--- src/rtl/chess_btn_pkg.sv ---
// Shared button indices, command codes and arbiter state type for the chess button front end.
package chess_btn_pkg;

    localparam int NUM_BTN = 5;
    localparam int CODE_W  = 3;

    // Bit positions within the {C,U,D,L,R} button vector
    localparam int BTN_R = 0;
    localparam int BTN_L = 1;
    localparam int BTN_D = 2;
    localparam int BTN_U = 3;
    localparam int BTN_C = 4;

    typedef enum logic [CODE_W-1:0] {
        CMD_NONE = 3'd0,
        CMD_C    = 3'd1,
        CMD_U    = 3'd2,
        CMD_D    = 3'd3,
        CMD_L    = 3'd4,
        CMD_R    = 3'd5
    } cmd_code_t;

    typedef enum logic [1:0] {
        ARB_IDLE,
        ARB_SERVE,
        ARB_STALL
    } arb_state_t;

    function automatic logic [CODE_W-1:0] btn_code(input int idx);
        case (idx)
            BTN_C:   btn_code = CMD_C;
            BTN_U:   btn_code = CMD_U;
            BTN_D:   btn_code = CMD_D;
            BTN_L:   btn_code = CMD_L;
            BTN_R:   btn_code = CMD_R;
            default: btn_code = CMD_NONE;
        endcase
    endfunction

endpackage

--- src/rtl/btn_cmd_scheduler_if.sv ---
// Valid/ready command handshake between the button scheduler and the game FSM.
interface btn_cmd_scheduler_if #(
    parameter int CODE_W = 3
);
    logic              Cmd_valid;
    logic [CODE_W-1:0] Cmd_code;
    logic              Cmd_ready;

    modport master (output Cmd_valid, output Cmd_code, input Cmd_ready);
    modport slave  (input Cmd_valid, input Cmd_code, output Cmd_ready);
endinterface

--- src/rtl/btn_cmd_scheduler_cmd_fifo.sv ---
// Show-ahead synchronous command FIFO; rdata always presents the head entry.
module cmd_fifo #(
    parameter int DEPTH  = 4,
    parameter int CODE_W = 3,
    localparam int CNT_W = $clog2(DEPTH + 1),
    localparam int PTR_W = $clog2(DEPTH)
) (
    input  logic              CLK,
    input  logic              RESET,
    input  logic              flush,
    input  logic              push,
    input  logic              pop,
    input  logic [CODE_W-1:0] wdata,
    output logic [CODE_W-1:0] rdata,
    output logic              full,
    output logic              empty,
    output logic [CNT_W-1:0]  count
);

    logic [CODE_W-1:0] mem [DEPTH];
    logic [PTR_W-1:0]  wr_ptr;
    logic [PTR_W-1:0]  rd_ptr;
    logic              wr_en;
    logic              rd_en;

    assign full  = (count == CNT_W'(DEPTH));
    assign empty = (count == '0);
    assign rd_en = pop & ~empty;
    // A write into a full FIFO is legal only when the head leaves in the same cycle
    assign wr_en = push & (~full | rd_en);
    assign rdata = mem[rd_ptr];

    always_ff @(posedge CLK) begin
        if (wr_en) begin
            mem[wr_ptr] <= wdata;
        end
    end

    always_ff @(posedge CLK) begin
        if (RESET || flush) begin
            wr_ptr <= '0;
            rd_ptr <= '0;
            count  <= '0;
        end else begin
            if (wr_en) wr_ptr <= wr_ptr + 1'b1;
            if (rd_en) rd_ptr <= rd_ptr + 1'b1;
            case ({wr_en, rd_en})
                2'b10:   count <= count + 1'b1;
                2'b01:   count <= count - 1'b1;
                default: count <= count;
            endcase
        end
    end

endmodule

--- src/rtl/btn_cmd_scheduler.sv ---
// Turns debounced button levels into a prioritised, buffered command stream for the game FSM.
module btn_cmd_scheduler #(
    parameter int DEPTH  = 4,
    parameter int CODE_W = 3
) (
    input  logic                       CLK,
    input  logic                       RESET,
    input  logic [4:0]                 Btn_pulse,
    input  logic                       Cmd_en,
    input  logic                       Clear,
    btn_cmd_scheduler_if.master        cmd,
    output logic                       Overflow,
    output logic                       Busy
);
    import chess_btn_pkg::*;

    localparam int CNT_W = $clog2(DEPTH + 1);

    arb_state_t         state;
    logic [NUM_BTN-1:0] prev;
    logic [NUM_BTN-1:0] pending;
    logic [NUM_BTN-1:0] rise;
    logic [NUM_BTN-1:0] grant;
    logic [NUM_BTN-1:0] grant_eff;
    logic [NUM_BTN-1:0] pending_nxt;
    logic               hit;
    logic               lost;
    logic               push;
    logic               pop;
    logic               full;
    logic               empty;
    logic [CNT_W-1:0]   count;
    logic [CODE_W-1:0]  push_code;
    logic [CODE_W-1:0]  head_code;

    assign rise = Cmd_en ? (Btn_pulse & ~prev) : '0;

    // Fixed priority C > U > D > L > R, i.e. highest bit index first
    always_comb begin
        grant     = '0;
        push_code = '0;
        hit       = 1'b0;
        for (int i = NUM_BTN - 1; i >= 0; i--) begin
            if (pending[i] && !hit) begin
                hit       = 1'b1;
                grant[i]  = 1'b1;
                push_code = CODE_W'(btn_code(i));
            end
        end
    end

    assign pop       = ~empty & cmd.Cmd_ready;
    assign push      = (state != ARB_IDLE) & (|pending) & (~full | pop);
    assign grant_eff = push ? grant : '0;
    // A fresh press on a bit being served this cycle re-arms it rather than counting as lost
    assign pending_nxt = (pending & ~grant_eff) | rise;
    assign lost        = |(rise & pending & ~grant_eff);

    always_ff @(posedge CLK) begin
        if (RESET) begin
            state    <= ARB_IDLE;
            prev     <= '1;
            pending  <= '0;
            Overflow <= 1'b0;
        end else if (Clear) begin
            state    <= ARB_IDLE;
            prev     <= Btn_pulse;
            pending  <= '0;
            Overflow <= 1'b0;
        end else begin
            prev    <= Btn_pulse;
            pending <= pending_nxt;
            if (lost) Overflow <= 1'b1;
            if (pending_nxt == '0)  state <= ARB_IDLE;
            else if (full && !pop)  state <= ARB_STALL;
            else                    state <= ARB_SERVE;
        end
    end

    cmd_fifo #(
        .DEPTH  (DEPTH),
        .CODE_W (CODE_W)
    ) u_fifo (
        .CLK   (CLK),
        .RESET (RESET),
        .flush (Clear),
        .push  (push),
        .pop   (pop),
        .wdata (push_code),
        .rdata (head_code),
        .full  (full),
        .empty (empty),
        .count (count)
    );

    assign cmd.Cmd_valid = ~empty;
    assign cmd.Cmd_code  = empty ? '0 : head_code;
    assign Busy          = (|pending) | (count != '0);

endmodule

--- src/flat_wrapper.sv ---
// flat-port wrapper written by rule: the top's interface ports become plain ports
module btn_cmd_scheduler_flat import chess_btn_pkg::*;
#(
    parameter int DEPTH  = 4,
    parameter int CODE_W = 3
)
  (CLK, RESET, Btn_pulse, Cmd_en, Clear, Overflow, Busy, cmd_Cmd_valid, cmd_Cmd_code, cmd_Cmd_ready);
  btn_cmd_scheduler_if #(.CODE_W(CODE_W)) cmd_i ();
  input  logic CLK;
  input  logic RESET;
  input  logic [4:0] Btn_pulse;
  input  logic Cmd_en;
  input  logic Clear;
  output logic Overflow;
  output logic Busy;
  output wire logic [$bits(cmd_i.Cmd_valid)-1:0] cmd_Cmd_valid;
  output wire logic [$bits(cmd_i.Cmd_code)-1:0] cmd_Cmd_code;
  input wire logic [$bits(cmd_i.Cmd_ready)-1:0] cmd_Cmd_ready;
  assign cmd_Cmd_valid = cmd_i.Cmd_valid;
  assign cmd_Cmd_code = cmd_i.Cmd_code;
  assign cmd_i.Cmd_ready = cmd_Cmd_ready;
  btn_cmd_scheduler #(.DEPTH(DEPTH), .CODE_W(CODE_W)) u_core (.CLK(CLK), .RESET(RESET), .Btn_pulse(Btn_pulse), .Cmd_en(Cmd_en), .Clear(Clear), .cmd(cmd_i), .Overflow(Overflow), .Busy(Busy));
endmodule
--- config.mk ---
export PLATFORM = sky130hd
export DESIGN_NAME = btn_cmd_scheduler_flat
export DESIGN_NICKNAME = d
export VERILOG_FILES = /design/src/rtl/chess_btn_pkg.sv /design/src/rtl/btn_cmd_scheduler_if.sv /design/src/rtl/btn_cmd_scheduler_cmd_fifo.sv /design/src/rtl/btn_cmd_scheduler.sv /design/src/flat_wrapper.sv
export SDC_FILE = /design/constraint.sdc
export NUM_CORES = 1
export LEC_CHECK = 0
export ABC_CLOCK_PERIOD_IN_PS = 4700
export CAP_MARGIN = 20
export CORE_MARGIN = 3
export CORE_UTILIZATION = 53
export CTS_CLUSTER_DIAMETER = 30
export CTS_CLUSTER_SIZE = 16
export DETAILED_ROUTE_END_ITERATION = 8
export GPL_TIMING_DRIVEN = 0
export PLACE_DENSITY = 0.75
export SETUP_SLACK_MARGIN = 0.4
export SYNTH_ARGS = -nofsm -noshare
export SYNTH_HDL_FRONTEND = slang
export SYNTH_SLANG_ARGS = --single-unit
--- constraint.sdc ---
create_clock -name CLK -period 4.7 [get_ports CLK]
set_input_delay 0.94 -clock CLK [delete_from_list [all_inputs] [get_ports CLK]]
set_output_delay 0.94 -clock CLK [all_outputs]
set_load 0.05 [all_outputs]
==> results.cfg <==
[run_status]
status = completed

[global_routing]
first_global_vias = 1054
grt_pass1_wl_um = 4843
antenna_found_initial = 0
grt_max_degree = 11
grt-ovfl-total = 0
grt_usage_pct = 18.21

[pwr]
leakage_nw = 0.6108
seqPwrFrac_pct = 62.9
power.share.combinational_pct = 7.1
p_switching_mw = 0.1110
swShare_pct = 22.64
p_total_mw = 0.4904
clkPwrFrac_pct = 30.1
power.density_nw_per_um2 = 268.8
internal_power_mw = 0.3794
ir_worst_vdd_mv = 0.1995

[sta]
achievable-frequency_ghz = 0.3113
slew_headroom_pct = 66.37
finalCriticalPeriod_ns = 3.213
worstMarginPinSlew_ns = 0.5028
timing.hold.ws_ns = 0.5199
rsz0062_at_grt = no
finalSetupTns_ns = 0
final_hold_viol_count = 0
final.period_utilization_pct = 68.35
skew_ns = 0.005057
setup_viol = 0
finalMaxSlewViolations = 0

[synthesis]
seq_area_frac_synth_pct = 50.51
syn_avg_cell_area_sq_um = 11.24
yosysWarningCount = 0
synth-async-reset-ratio_pct = 0
synth_cell_type_count = 37
syn-num-nets = 157
synth_ff_type = dfxtp_1
netlist.area_leader.share_pct = 27.78
yosysTopAreaCell = dfxtp_1
synth-edff-count = 12
synth.area.top_cells = dfxtp_1 (28%), edfxtp_1 (23%), mux4_2 (4.3%)
syn_area_sq_um = 1585
ys_ff_latch = 34
netlist_instances = 141

[cts]
cts_made_buffers = 5
cts.clk_slew.worst_paths_ns = 0.09
htree_levels = 2
cts_tree = yes
cts_post_setup_buffers_inserted = 0
cts-root-buf = clkbuf_4
clkLatencyLatePin_ns = 0.33
cts.path.max_buffers = 2
cts_hold_buffers = 0
clkSinkCount = 34
cts_resized = 0

[final_layout]
fin_util_pct = 65.03
insertedDiodeCount = 0
multi_input_area_sq_um = 732.0
fill_cells = 255
area_delta_synth_final_pct = 15.08
drive_gt1_share_pct = 14.63
register_area_sq_um = 800.8
finish.net_count = 179
final_area_sq_um = 1824

[setup_path]
critPathKind = flop to output pin
cp.required_ns = 3.76
endpoint_kind = output pin
crit_arrival_ns = 2.27
path_max_fanout = 7
startpoint_type = flop

[routing]
ant_nets = 0
drt-initial-drc-count = 54
firstDrtPassIters = 4
via_per_inst = 5.646
drc = 0
wl_um = 2846
wl_per_cell_um = 14.59
num_vias = 1101

[min_path]
holdCritPathClass = flop to flop

[floorplanning]
die_area_sq_um = 3683
num_io_pins = 16
die-height_um = 60.69
die_x_um = 60.69
rows = 19
fp.coreArea_sq_um = 2805
initial_core_util_pct = 56.51

[job]
cap_violations = 0

[place]
placed_cell_area_sq_um = 1774
place.gp.congestion = 0.8407
dp_hpwl_um = 2159
io_buffers = 15
==> registers in the layout (all words and copies together), names as in the netlist, named ones only <==
name / cells
u_core.pending: 5
u_core.prev: 5
u_core.u_fifo.rd_ptr: 2
u_core.u_fifo.mem: 12
u_core.state: 2
u_core.u_fifo.wr_ptr: 2
u_core.u_fifo.count: 3
u_core.Overflow: 1
==> layout by cell type (no fill, tap or decap), types with 2 or more instances in the layout <==
master,synthesis,final
clkbuf_1,4,5
ha_1,5,5
nand3b_1,3,3
o21ai_0,4,4
clkbuf_4,0,5
a21oi_1,8,8
and2_1,8,8
o31a_1,2,2
xor2_1,3,3
nor2b_1,3,3
nor2_1,17,17
dfxtp_1,22,22
a211oi_2,2,2
inv_1,7,7
mux4_2,3,3
a41oi_1,2,2
xnor2_1,2,2
clkdlybuf4s50_1,0,15
and3b_1,2,2
nand3_1,2,2
or3_1,3,3
nand2_1,3,3
or2_2,7,7
edfxtp_1,12,12
a211oi_1,3,3
==> cell type report <==
class	instances	area share (%)
sequential	34	43.90
inverter	7	1.440
clock inverter	2	0.4801
clock buffer	6	2.263
buffer	5	1.440
multi-input combinational	95	40.12
timing repair buffer	15	8.230
tap	31	2.126
==> metal layers <==
metal	wire (um)	part of all wire [%]	vias to the layer above	global-route usage (%)
met2	1342	47	28	28.85
li1	-	-	547	-
met3	125	4.4	6	5.106
met1	1332	47	520	23.19
met5	0	0	-	0
met4	46	1.6	0	8.359
==> cells by family (layout without fill, tap and decap cells) <==
logic type	count (synthesis)	count (layout)	share of synthesized area [%]
compound gates	27	27	13.02
mux	4	4	4.893
flops	34	34	50.51
buf+inv	12	35	3.315
simple gates	53	53	20.28
fa+ha+maj	6	6	5.209
xor+xnor	5	5	2.763
==> through the flow <==
stage | setup WS [ns] | cells
3_5_place_dp | 1.186 | 187
4_1_cts | 1.455 | 195
6_report | 1.487 | 195
5_1_grt | 1.367 | 195
3_3_place_gp | 1.275 | 187
2_1_floorplan | 1.991 | 141
==> cells in the mapped netlist (2+ instances only) <==
cell type / n
or3_1: 3
mux4_2: 3
dfxtp_1: 22
and2_1: 8
xor2_1: 3
nand3b_1: 3
a211oi_1: 3
inv_1: 7
xnor2_1: 2
ha_1: 5
o21ai_0: 4
nand3_1: 2
or2_2: 7
and3b_1: 2
nor2_1: 17
a211oi_2: 2
a41oi_1: 2
o31a_1: 2
a21oi_1: 8
clkbuf_1: 4
nor2b_1: 3
edfxtp_1: 12
nand2_1: 3
==> critical path, cell delays in order, from the launching register on <==
cell and delay [ns]:
dfxtp_1 0.38, or3_2 0.49, clkbuf_1 0.18, nand3b_1 0.18
clkdlybuf4s50_1 0.72
==> power by group through the flow <==
stage / combinational, mW / clock, mW / sequential [mW]
CTS: 0.0348 / 0.152 / 0.308
detailed placement: 0.0346 / 0 / 0.315
global route: 0.0381 / 0.163 / 0.309
global placement: 0.0338 / 0 / 0.315
floorplan: 0.0196 / 0 / 0.315
finish: 0.0347 / 0.147 / 0.308
==> worst paths after layout <==
check	startpoint	end	slack [ns]	cells past startpoint
hold reg to reg	u_core.u_fifo.count[2]$_SDFFE_PP0P_	u_core.u_fifo.count[2]$_SDFFE_PP0P_	0.52	2
setup / recovery	u_core.u_fifo.count[0]$_SDFFE_PP0P_	Busy	1.49	4
setup reg to reg	u_core.pending[4]$_SDFF_PP0_	u_core.u_fifo.count[2]$_SDFFE_PP0P_	2.25	10
hold / removal	u_core.u_fifo.count[2]$_SDFFE_PP0P_	u_core.u_fifo.count[2]$_SDFFE_PP0P_	0.52	2
Note: power is estimated with default switching activity, not from simulation.
